--- config.mk ---
export PLATFORM = sky130hd
export DESIGN_NAME = ab_selector
export DESIGN_NICKNAME = d
export VERILOG_FILES = /design/src/rtl/ab_pkg.sv /design/src/rtl/ab_counter.sv /design/src/rtl/ab_selector.sv
export SDC_FILE = /design/constraint.sdc
export NUM_CORES = 1
export LEC_CHECK = 0
export ABC_AREA = 1
export BUFFER_PORTS_ARGS = -buffer_cell sky130_fd_sc_hd__buf_4
export CORE_MARGIN = 2
export CORE_UTILIZATION = 65
export DETAILED_ROUTE_END_ITERATION = 6
export GPL_ROUTABILITY_DRIVEN = 0
export HOLD_SLACK_MARGIN = 0.12
export PLACE_DENSITY_LB_ADDON = 0.15
export SLEW_MARGIN = 20
export SYNTH_ARGS = -nofsm -noshare
export SYNTH_HDL_FRONTEND = slang
export SYNTH_SLANG_ARGS = --single-unit
--- constraint.sdc ---
create_clock -name clk -period 7.7 [get_ports clk]
set_input_delay 0 -clock clk [delete_from_list [all_inputs] [get_ports clk]]
set_output_delay 0 -clock clk [all_outputs]
set_load 0.005 [all_outputs]
--- src/rtl/ab_pkg.sv ---
// rtl/ab_pkg.sv - shared widths, FSM state type and a/b address helper for the butterfly sequencer
// Contents: IDX_W, LOGN_W, ab_state_t, ab_addr_t, calc_ab_addr()
package ab_pkg;

    localparam int IDX_W  = 15;
    localparam int LOGN_W = 4;

    typedef enum logic [1:0] {
        IDLE = 2'd0,
        RUN  = 2'd1,
        DONE = 2'd2
    } ab_state_t;

    typedef struct packed {
        logic [IDX_W-1:0] a;
        logic [IDX_W-1:0] b;
    } ab_addr_t;

    // a = bunch * 2^(stage+1) + bfly, b = a + 2^stage.
    // bfly < 2^stage, so the low bits of bunch<<(stage+1) are free for bfly.
    function automatic ab_addr_t calc_ab_addr(
        input logic [IDX_W-1:0]  bunch,
        input logic [IDX_W-1:0]  bfly,
        input logic [LOGN_W-1:0] stage
    );
        ab_addr_t         r;
        logic [IDX_W-1:0] span;
        span = {{(IDX_W-1){1'b0}}, 1'b1} << stage;
        r.a  = (bunch << (int'(stage) + 1)) + bfly;
        r.b  = r.a + span;
        return r;
    endfunction

endpackage

--- src/rtl/ab_counter.sv ---
// rtl/ab_counter.sv - two-level nested wrap counter (bfly inner, bunch outer) with last-butterfly flag
// Ports: clk, clear (sync, highest priority), step (advance one butterfly),
//        span_last / bunch_last (inclusive limits), bfly_index, bunch_index, last
module ab_counter #(
    parameter int IDX_W = 15
) (
    input  logic             clk,
    input  logic             clear,
    input  logic             step,
    input  logic [IDX_W-1:0] span_last,
    input  logic [IDX_W-1:0] bunch_last,
    output logic [IDX_W-1:0] bfly_index,
    output logic [IDX_W-1:0] bunch_index,
    output logic             last
);

    import ab_pkg::*;

    localparam logic [IDX_W-1:0] ONE = {{(IDX_W-1){1'b0}}, 1'b1};

    logic bfly_at_end;
    logic bunch_at_end;

    assign bfly_at_end  = (bfly_index == span_last);
    assign bunch_at_end = (bunch_index == bunch_last);
    assign last         = bfly_at_end && bunch_at_end;

    // Stepping on the last butterfly wraps both levels back to (0,0); the
    // owner decides whether to step there at all.
    always_ff @(posedge clk) begin
        if (clear) begin
            bfly_index  <= '0;
            bunch_index <= '0;
        end else if (step) begin
            if (bfly_at_end) begin
                bfly_index <= '0;
                if (bunch_at_end) begin
                    bunch_index <= '0;
                end else begin
                    bunch_index <= bunch_index + ONE;
                end
            end else begin
                bfly_index <= bfly_index + ONE;
            end
        end
    end

endmodule

--- src/rtl/ab_selector.sv ---
// rtl/ab_selector.sv - radix-2 FFT/NTT butterfly address sequencer for one stage
// Ports: clk, reset (sync, active-high), start (level), en (advance in RUN),
//        log_n / stage / wrap (latched on start), bfly_index, bunch_index (registered)
module ab_selector #(
    parameter int IDX_W  = 15,
    parameter int LOGN_W = 4
) (
    input  logic              clk,
    input  logic              reset,
    input  logic              start,
    input  logic              en,
    input  logic [LOGN_W-1:0] log_n,
    input  logic [LOGN_W-1:0] stage,
    input  logic              wrap,
    output logic [IDX_W-1:0]  bfly_index,
    output logic [IDX_W-1:0]  bunch_index
);

    import ab_pkg::*;

    localparam logic [IDX_W-1:0]  ONE   = {{(IDX_W-1){1'b0}}, 1'b1};
    localparam logic [LOGN_W-1:0] L_ONE = {{(LOGN_W-1){1'b0}}, 1'b1};

    ab_state_t state_q;
    ab_state_t state_d;

    // Latched, already clamped configuration. The bunch shift (L-S-1) is
    // stored directly so an all-zero reset config gives 1 bunch of span 1.
    logic [LOGN_W-1:0] stage_q;
    logic [LOGN_W-1:0] bunch_shift_q;
    logic              wrap_q;

    logic [LOGN_W-1:0] l_eff;
    logic [LOGN_W-1:0] s_eff;

    logic [IDX_W-1:0]  span_last;
    logic [IDX_W-1:0]  bunch_last;

    logic              fsm_clear;
    logic              step;
    logic              last;

    // log_n = 0 runs as a 2-point transform; stage is capped at the final stage.
    always_comb begin
        l_eff = (log_n == '0) ? L_ONE : log_n;
        s_eff = (stage >= l_eff) ? (l_eff - L_ONE) : stage;
    end

    assign span_last  = (ONE << stage_q) - ONE;
    assign bunch_last = (ONE << bunch_shift_q) - ONE;

    always_ff @(posedge clk) begin
        if (reset) begin
            state_q       <= IDLE;
            stage_q       <= '0;
            bunch_shift_q <= '0;
            wrap_q        <= 1'b0;
        end else begin
            state_q <= state_d;
            if (state_q == IDLE && start) begin
                stage_q       <= s_eff;
                bunch_shift_q <= l_eff - s_eff - L_ONE;
                wrap_q        <= wrap;
            end
        end
    end

    always_comb begin
        state_d   = state_q;
        fsm_clear = 1'b0;
        step      = 1'b0;
        unique case (state_q)
            IDLE: begin
                fsm_clear = 1'b1;
                if (start) begin
                    state_d = RUN;
                end
            end
            RUN: begin
                if (en) begin
                    // Without wrap the last pair is held rather than stepped past.
                    if (last && !wrap_q) begin
                        state_d = DONE;
                    end else begin
                        step = 1'b1;
                    end
                end
            end
            DONE: begin
                if (!start) begin
                    state_d   = IDLE;
                    fsm_clear = 1'b1;
                end
            end
            default: begin
                state_d   = IDLE;
                fsm_clear = 1'b1;
            end
        endcase
    end

    ab_counter #(
        .IDX_W (IDX_W)
    ) u_counter (
        .clk         (clk),
        .clear       (reset | fsm_clear),
        .step        (step),
        .span_last   (span_last),
        .bunch_last  (bunch_last),
        .bfly_index  (bfly_index),
        .bunch_index (bunch_index),
        .last        (last)
    );

endmodule

Word level (Yosys, flattened, before mapping)
Cells that the tools add are included.
{"block": "word_totals", "register_bits": 41, "latchBits": 0, "ramBits": 0, "romBits": 0, "inputBits": 13, "out_inout_bits": 30, "word_cells": 47, "memories": 0}
{"block": "classes", "addsub": 7, "multipliers": 0, "div": 0, "magnitude_cmp": 1, "eq_ne": 8, "shifts": 2, "mux": 14, "n_bitwise": 1, "n_reduce_logical": 8}
{"operator": "adder 15 x 1 -> 15 bit (second input constant)", "count": 2}
{"operator": "== test 15 bit", "count": 2}
{"operator": "two-way mux 15 bit", "count": 2}
{"operator": "left shift 1 x 4 -> 15 bit (first input constant)", "count": 2}
{"operator": "subtractor 15 x 1 -> 15 bit (second input constant)", "count": 2}
{"operator": "two-way mux 2 bit", "count": 4}
{"operator": "two-way mux 4 bit", "count": 2}
{"operator": "inequality test 2 bit (second input constant)", "count": 4}
{"operator": "subtractor 4 x 1 -> 4 bit (second input constant)", "count": 2}
{"operator": "case mux 2 bit (3 select lines)", "count": 1}
{"operator": "greater-or-equal comparator 4 bit", "count": 1}
{"operator": "zero test 4 bit", "count": 1}
{"operator": "two-way mux 1 bit", "count": 4}
{"operator": "AND reduction 4 bit", "count": 1}
{"operator": "subtractor 4 bit", "count": 1}
{"operator": "logical AND 1 bit", "count": 3}
{"operator": "== test 2 x 1 -> 1 bit (second input constant)", "count": 1}
{"operator": "== test 2 bit (second input constant)", "count": 1}
{"operator": "zero test 2 bit", "count": 1}
{"operator": "case mux 1 bit (2 select lines)", "count": 1}
{"operator": "AND reduction 2 bit", "count": 1}
{"operator": "zero test 1 bit", "count": 1}
{"operator": "OR 1 bit", "count": 1}

Longest topological paths before layout
Gate-level depths: netlist (run 1).
{"block": "depth", "ltp_word": 9, "mapped_depth": 20, "depth_no_buf": 20}

By module
Synthesis (run 1) repeated with hierarchy kept, for this count alone.
{"block": "unflattened", "hier_cells": 585, "hier_area_um2": 3385.7}
{"mod": "ab_counter", "n_inst": 1, "cells_per_inst": 381, "area_per_inst_um2": 2150.8}
{"mod": "ab_selector", "n_inst": 1, "cells_per_inst": 204, "area_per_inst_um2": 1234.9}

Worst setup path after synthesis (run 1)
No wires, ideal clock.
{"block": "synth_path", "kind": "register -> register", "from": "reg stage_q[3]", "to": "reg state_q[0]", "setup_ns": 0.114, "arrival_ns": 2.290, "t_required_ns": 7.586, "path_slack_ns": 5.295, "path_stages_with_launch": 19, "cell_sequence": "dfxtp_1 > buf_6 > nor2_4 > nand2_1 > ha_1 > inv_1 > nor2_1 > o21ai_1 > nand2_1 > nor2_1 > nand3_1 > nor2_1 > nand3_1 > nor2_2 > nor2_4 > buf_6 > buf_6 > o31ai_4 > inv_2"}
{"block": "synth_between", "elab_chain_cells": 7}
{"item": "from (decl)", "line_no": "ab_selector.sv:29", "rtl": "logic [LOGN_W-1:0] stage_q;"}
{"item": "from (signal assigned)", "line_no": "ab_selector.sv:55", "rtl": "stage_q <= '0;"}
{"item": "from (signal assigned)", "line_no": "ab_selector.sv:61", "rtl": "stage_q <= s_eff;"}
{"item": "left shift 1 x 4 -> 15 bit", "line_no": "ab_selector.sv:49", "rtl": "assign span_last = (ONE << stage_q) - ONE;"}
{"item": "subtractor 15 x 1 -> 15 bit", "line_no": "ab_selector.sv:49"}
{"item": "== test 15 bit", "line_no": "ab_counter.sv:24", "rtl": "assign bfly_at_end = (bfly_index == span_last);"}
{"item": "logical AND 1 bit", "line_no": "ab_counter.sv:26", "rtl": "assign last = bfly_at_end && bunch_at_end;"}
{"item": "logical AND 1 bit", "line_no": "ab_selector.sv:82", "rtl": "if (last && !wrap_q) begin"}
{"item": "inequality test 2 bit (no line)"}
{"item": "AND reduction 4 bit (no line)"}
{"item": "to (signal assigned)", "line_no": "ab_selector.sv:59", "rtl": "state_q <= state_d;"}
{"item": "to (decl)", "line_no": "ab_selector.sv:24", "rtl": "ab_state_t state_q;"}
Every way passes these cells.
A chain may end at the register's enable or synchronous reset.

Final worst setup path (run 1)
{"block": "layout_path", "from": "reg bunch_shift_q[1]", "to": "reg u_counter.bunch_index[0]"}
{"block": "layout_between", "elab_chain_cells": 9, "elab_cells_between_ends": 10, "classes_between": "add/sub (1); eq/ne (1); shift (1); mux (4); reduce/logical (3)"}
{"item": "from (decl)", "line_no": "ab_selector.sv:30", "rtl": "logic [LOGN_W-1:0] bunch_shift_q;"}
{"item": "from (signal assigned)", "line_no": "ab_selector.sv:62", "rtl": "bunch_shift_q <= l_eff - s_eff - L_ONE;"}
{"item": "left shift 1 x 4 -> 15 bit (*)", "line_no": "ab_selector.sv:50", "rtl": "assign bunch_last = (ONE << bunch_shift_q) - ONE;"}
{"item": "subtractor 15 x 1 -> 15 bit (*)", "line_no": "ab_selector.sv:50"}
{"item": "== test 15 bit (*)", "line_no": "ab_counter.sv:25", "rtl": "assign bunch_at_end = (bunch_index == bunch_last);"}
{"item": "logical AND 1 bit", "line_no": "ab_counter.sv:26"}
{"item": "logical AND 1 bit", "line_no": "ab_selector.sv:82"}
{"item": "two-way mux 1 bit", "line_no": "ab_selector.sv:82"}
{"item": "two-way mux 1 bit", "line_no": "ab_selector.sv:80", "rtl": "if (en) begin"}
{"item": "two-way mux 1 bit", "line_no": "ab_selector.sv:72", "rtl": "unique case (state_q)"}
{"item": "AND reduction 2 bit (no line)"}
{"item": "to (signal assigned)", "line_no": "ab_counter.sv:40", "rtl": "bunch_index <= bunch_index + ONE;"}
{"item": "to (decl)", "line_no": "ab_counter.sv:13", "rtl": "output logic [IDX_W-1:0] bunch_index,"}
Mark *: on every way between the ends. The rest lies on a longest branch, timed or not.

==> flow_metrics.py, run 1 <==
metrics = {
    "run_status": {
        "outcome": "completed",
    },
    "clock_tree": {
        "tritoncts": "done",
        "root_buffer": "clkbuf_8",
        "cts_buffers": 5,
        "clock_path_buffers": 2,
        "clk_pin_slew_worst_paths_ns": 0.08,
        "post_cts_buffers": 0,
        "cts.sinks": 41,
        "clk_latency_ns": 0.30,
        "ctsHtreeMaxLevel": 2,
    },
    "setup_path": {
        "critPathMaxStageDelay_ns": 0.58,
        "end_kind": "flop",
        "cp.arrival_ns": 3.57,
        "crit_fanout": 31,
        "start_kind": "flop",
        "critical_path_class": "reg -> reg",
        "crit_slowest_cell": "nor2_4",
        "worstPathCellList": "nor2_1, nand2_1, ha_1, inv_1, a21oi_1, o21ai_0, nand3_1, nand2_1, nor2_1, nand3_1, nor2_2, nor2_4, nand2_2, o21ai_0, nand2_1, inv_1",
        "worst_path_most_repeated_cell": "nand2_1",
        "crit_required_ns": 7.95,
    },
    "layout": {
        "drive_gt1_share_pct": 10.2,
        "postLayoutCoreUtil_pct": 74.1,
        "fin_nets": 741,
        "syn2layout_area_growth_pct": 10.5,
        "antenna_cells": 0,
        "final_cell_count_no_fill": 791,
    },
    "sta": {
        "holdWs_ns": 0.109,
        "setup-violations-final": 0,
        "drv_slew": 0,
        "min_period_over_period_pct": 43.1,
        "fin_crit_ns": 3.32,
        "finalSetupTns_ns": 0,
        "fmax_mhz": 301,
        "tightest_slew_ns": 0.851,
        "rsz0062_at_grt": "no",
        "finClkSkew_ns": 0.00613,
        "slew_headroom_pct": 43.1,
        "setup_ws_ns": 4.38,
        "hold_viol": 0,
    },
    "global_route": {
        "track_usage_pct": 35.1,
        "grt_pass1_vias": 4100,
        "grt_max_degree": 33,
        "grt_pass1_wl_um": 18700,
        "antenna_found_initial": 0,
        "grt_overflow_total": 0,
    },
    "placement": {
        "portBuffers": 42,
        "hpwl_um": 8530,
        "pre_cts_slack_ns": 4.51,
        "dp.cells": 780,
    },
    "route": {
        "drc": 0,
        "wirelength_um": 11400,
        "wl_per_cell_um": 14.5,
        "ant_nets": 0,
        "vias": 4675,
        "drt_iter0_markers": 435,
        "avgViaCountPerCell": 5.91,
        "dr.pass1.iters": 5,
    },
    "yosys": {
        "ys_seq_elements": 41,
        "synthCells": 685,
        "yosys_warnings": 0,
        "postSynthAreaPerCell_um2": 5.80,
        "synth_area_mm2": 0.00397,
        "synth_nets": 711,
        "yosysSeqAreaShare_pct": 20.7,
        "synth_cell_types": 32,
    },
    "floorplan": {
        "die_x_um": 82.2,
        "rows": 28,
        "die_h_um": 82.2,
        "ios": 43,
        "start_util_pct": 67.1,
        "dieArea_mm2": 0.00675,
        "core_mm2": 0.00592,
    },
    "worst_hold_path": {
        "hold_path.class": "in -> reg",
    },
    "pwr": {
        "vdd_drop_max_mv": 0.117,
        "p_leak_nw": 2.01,
        "powerDensity_mw_per_mm2": 146,
    },
    "job": {
        "maxCapViolations": 0,
    },
}
timing repair:
action                    in CTS  in global routing
hold endpoints to repair       7                  0
resized for setup              0                  0
hold buffers                   3                  0
kinds of logic (layout without fill, tap and decap cells):
logic type	after synthesis	in the layout	share of synthesized area, %
AND/OR/NAND/NOR	398	398	43.8
buffers and inverters	110	141	11.8
AO/OA/AOI/OAI	89	89	11.9
flip-flops	41	41	20.7
XOR/XNOR	34	34	7.50
adder cells (fa/ha/maj)	13	13	4.28
power breakdown:
| group | switching [mW] | internal (mW) | total (mW) |
|---|---|---|---|
| Sequential | 0.0154 | 0.218 | 0.233 |
| Clock | 0.0836 | 0.0973 | 0.181 |
| Combinational | 0.152 | 0.0737 | 0.225 |
per-stage QoR:
stage	area (µm²)	power (mW)
after CTS	4390	0.634
final	4390	0.639
after detailed placement	4240	0.455
after global placement	4240	0.450
after floorplan	3970	0.416
after global routing	4390	0.679
state kept, by name (all words and copies together), names as in the netlist:
name and cells:
u_counter.bfly_index 15, u_counter.bunch_index 15, bunch_shift_q 4, stage_q 4, state_q 2, wrap_q 1
critical path, delay by kind of cell, from the launching register on:
family / cells / cell delay [ns]
AND/OR/NAND/NOR: 10 / 2.00
AO/OA/AOI/OAI: 3 / 0.41
adder cells (fa/ha/maj): 1 / 0.26
buffers and inverters: 2 / 0.14
flip-flops: 1 / 0.44
path summary, 6_finish.rpt:
path,from,end,slack [ns],cells after the start
setup / recovery,bunch_shift_q[1]$_SDFFE_PP0P_,u_counter.bunch_index[0]$_SDFFE_PP0P_,4.38,16
hold / removal,stage[2],stage_q[2]$_SDFFE_PP0P_,0.11,3
setup reg to reg,bunch_shift_q[1]$_SDFFE_PP0P_,u_counter.bunch_index[0]$_SDFFE_PP0P_,4.38,16
hold reg to reg,wrap_q$_SDFFE_PP0P_,wrap_q$_SDFFE_PP0P_,0.48,2
final cells by class:
cell class / count / area (µm²)
multi-input cells: 534 / 2680
fillers: 506 / 1530
flip-flops and latches: 41 / 821
repair buffers: 45 / 345
inverters: 88 / 333
well taps: 75 / 93.8
clock buffers: 5 / 68.8
clock inverters: 3 / 43.8
cells in the mapped netlist:
master | number | share of area, %
nand2_1 | 192 | 18
nor2_1 | 79 | 7.5
inv_1 | 78 | 7.4
nand3_1 | 66 | 8.3
a21oi_1 | 58 | 7.3
dfxtp_1 | 41 | 21
xor2_1 | 29 | 6.4
o21ai_0 | 24 | 3.0
nand4_1 | 22 | 3.5
nor3_1 | 13 | 1.6
ha_1 | 12 | 3.8
nor4_1 | 9 | 1.4
clkbuf_1 | 8 | 0.76
buf_4 | 7 | 1.3
inv_2 | 7 | 0.66
nor2_2 | 6 | 0.95
xnor2_1 | 5 | 1.1
buf_2 | 4 | 0.50
buf_6 | 3 | 0.85
nand3b_1 | 3 | 0.57
nor2_4 | 3 | 0.85
o211ai_1 | 3 | 0.57
clkinv_1 | 2 | 0.19
nand2_2 | 2 | 0.32
o21ai_1 | 2 | 0.25
and2_1 | 1 | 0.16
fa_1 | 1 | 0.50
inv_4 | 1 | 0.16
nand2_4 | 1 | 0.28
nand3_2 | 1 | 0.25
o21ai_2 | 1 | 0.22
o31ai_4 | 1 | 0.54
routing by layer:
metal	part of all wire [%]	vias to the layer above	GRT usage (%)
met2	45	268	56.5
li1	-	2266	-
met4	3.5	0	15.5
met3	9.0	50	5.87
met1	43	2091	46.2
met5	0	-	0
layout by cell type (no fill, tap or decap), types with 2 or more instances in the layout:
cell type      count
inv_1             78
dfxtp_1           41
ha_1              12
dlygate4sd3_1      3
nand3_1           66
nand2_2            2
nor2_2             6
nor4_1             9
nand3b_1           3
nor3_1            13
clkbuf_8           5
inv_2              7
clkinv_1           2
xor2_1            29
nand2_1          192
nor2_4             3
nor2_1            79
xnor2_1            5
nand4_1           22
o21ai_1            2
a21oi_1           58
o21ai_0           24
buf_4             42
o211ai_1           3
No activity file was read; power rests on OpenSTA's default activity.
==> run 2: changes to the inputs <==
Settings changed: CORE_UTILIZATION 65 to 54.
Clock period 7.7 ns to 2.9 ns, I/O delays scaled along.
==> run 2 against run 1 <==
  * Global-route usage fell by 5.9 points
  * Non-clock buffer count up 22
  * Clock-buffer cell count stayed put
  * Combinational power rose to 3.1 times the previous value
  * Routed wire length grew 5.6%
  * Setup slack got worse by 4.2 ns
  * Die area increased by 19%
  * Critical path depth up 2
  * Register-to-register slack lost 4.2 ns
  * Sequential power grew to 2.6 times the previous value
  * Fmax rose by 24%
  * Critical path type unchanged
  * Largest cell class unchanged
  * Largest power group is now combinational cells
  * Highest routed layer unchanged
==> flow_metrics.py, run 2 (synthesis gave the netlist of run 1 again) <==
metrics = {
    "clock_tree": {
        "clock_path_buffers": 2,
        "tritoncts": "done",
        "clk_latency_ns": 0.30,
        "cts_buffers": 5,
        "cts.sinks": 41,
        "clk_pin_slew_worst_paths_ns": 0.09,
        "ctsHtreeMaxLevel": 2,
        "root_buffer": "clkbuf_8",
    },
    "layout": {
        "syn2layout_area_growth_pct": 17.2,
        "final_cell_count_no_fill": 838,
        "antenna_cells": 0,
        "stdcell_area_mm2": 0.00465,
        "mostFrequentLayoutCells": "192 x nand2_1, 79 x nor2_1, 78 x inv_1, 65 x nand3_1, 60 x buf_4",
        "reg.largest.list": "u_counter.bfly_index: 15 flops, u_counter.bunch_index: 15 flops",
        "postLayoutCoreUtil_pct": 64.8,
        "drive_gt1_share_pct": 13.7,
        "layout_commonest_cell": "nand2_1",
        "fin_nets": 764,
    },
    "route": {
        "avgViaCountPerCell": 5.64,
        "wl_per_cell_um": 14.4,
        "drc": 0,
        "dr_wl_met3_um": 858,
        "dr.pass1.iters": 5,
        "vias": 4724,
        "wirelength_um": 12100,
        "met2WireLength_um": 5950,
        "ant_nets": 0,
        "routed.top_layer": "met4",
        "drt_iter0_markers": 292,
        "m1WireLength_um": 4830,
    },
    "setup_path": {
        "end_kind": "flop",
        "worstPathCellList": "inv_1, nor2_1, nand2_1, ha_1, inv_1, nand2_1, nand2_1, nand2_1, nand2_1, nor2_1, nand3_1, nor2_1, nand3_1, nor2_4, nor2_4, buf_6, nand4_1, a21oi_1",
        "critPathMaxStageDelay_ns": 0.45,
        "crit_required_ns": 3.13,
        "start_kind": "flop",
        "cp.arrival_ns": 2.91,
        "crit_fanout": 18,
        "critical_path_class": "reg -> reg",
        "crit_slowest_cell": "dfxtp_1",
        "worst_path_most_repeated_cell": "nand2_1",
    },
    "placement": {
        "pre_cts_slack_ns": 0.151,
        "hpwl_um": 8990,
        "placed_area_mm2": 0.00439,
        "portBuffers": 42,
        "dp.cells": 819,
    },
    "pwr": {
        "p_leak_nw": 2.13,
        "p_sw_uw": 681,
        "combPwrFrac_pct": 39.2,
        "clkPwrFrac_pct": 26.7,
        "powerDensity_mw_per_mm2": 378,
        "swShare_pct": 38.7,
        "internal_power_mw": 1.08,
        "power.share.sequential_pct": 34.0,
        "vdd_drop_max_mv": 0.242,
        "fin_total_pwr_mw": 1.76,
    },
    "sta": {
        "min_period_over_period_pct": 92.4,
        "setup-violations-final": 0,
        "holdWs_ns": 0.171,
        "fmax_mhz": 373,
        "finClkSkew_ns": 0.0165,
        "slew_headroom_pct": 57.0,
        "drv_slew": 0,
        "hold_viol": 0,
        "tightest_slew_ns": 0.639,
        "finalSetupTns_ns": 0,
        "setup_ws_ns": 0.220,
        "fin_crit_ns": 2.68,
        "rsz0062_at_grt": "no",
    },
    "global_route": {
        "grt_pass1_wl_um": 19900,
        "grt_max_degree": 33,
        "grt_overflow_total": 0,
        "antenna_found_initial": 0,
        "track_usage_pct": 29.3,
        "grt_pass1_vias": 4370,
    },
    "floorplan": {
        "rows": 31,
        "ios": 43,
        "dieArea_mm2": 0.00806,
        "core_mm2": 0.00718,
        "die_x_um": 89.8,
        "start_util_pct": 55.3,
        "die_h_um": 89.8,
    },
    "run_status": {
        "outcome": "completed",
    },
    "worst_hold_path": {
        "hold_path.class": "in -> reg",
    },
    "job": {
        "maxCapViolations": 0,
    },
}
==> run 2: worst max-delay path: cells and delay by family (launching register included) <==
kind	cells	cell delay (ns)
adders and majority gates	1	0.23
and+or+nand+nor	13	1.26
DFF	1	0.45
AOI/OAI and AO/OA	1	0.18
buffers and inverters	3	0.46
==> run 2: final cells by class <==
| class | instances | area, µm² |
|---|---|---|
| multi-input cells | 535 | 2740 |
| fillers | 690 | 2520 |
| flip-flops and latches | 41 | 826 |
| repair buffers | 67 | 522 |
| inverters | 88 | 333 |
| well taps | 99 | 124 |
| clock buffers | 5 | 68.8 |
| clock inverters | 3 | 43.8 |
==> run 2: path summary, 6_finish.rpt <==
kind,from,to,slack (ns),cells past startpoint
worst max-delay path,bunch_shift_q[0]$_SDFFE_PP0P_,u_counter.bunch_index[4]$_SDFFE_PP0P_,0.22,18
worst min register to register,wrap_q$_SDFFE_PP0P_,wrap_q$_SDFFE_PP0P_,0.48,2
worst min-delay path,log_n[2],stage_q[2]$_SDFFE_PP0P_,0.17,5
worst max register to register,bunch_shift_q[0]$_SDFFE_PP0P_,u_counter.bunch_index[4]$_SDFFE_PP0P_,0.22,18
==> run 2: routing by layer <==
metal | vias to the layer above | GRT usage (%)
met1 | 2121 | 35.5
met4 | 0 | 12.9
met5 | - | 0
met2 | 229 | 52.3
li1 | 2329 | -
met3 | 45 | 3.02
==> run 2: timing repair <==
item / in CTS / in global routing
hold buffers: 5 / 1
endpoints found under the setup margin: 0 / 32
endpoints found under the hold margin: 8 / 1
buffers inserted: 0 / 4
gates resized for setup: 0 / 17
==> run 2: power groups by stage <==
stage | clock network, mW | logic (mW) | registers, mW
3_3_place_gp | 0 | 0.627 | 0.610
6_report | 0.470 | 0.690 | 0.599
5_1_grt | 0.490 | 0.779 | 0.600
4_1_cts | 0.475 | 0.648 | 0.598
2_1_floorplan | 0 | 0.505 | 0.599
3_5_place_dp | 0 | 0.641 | 0.611
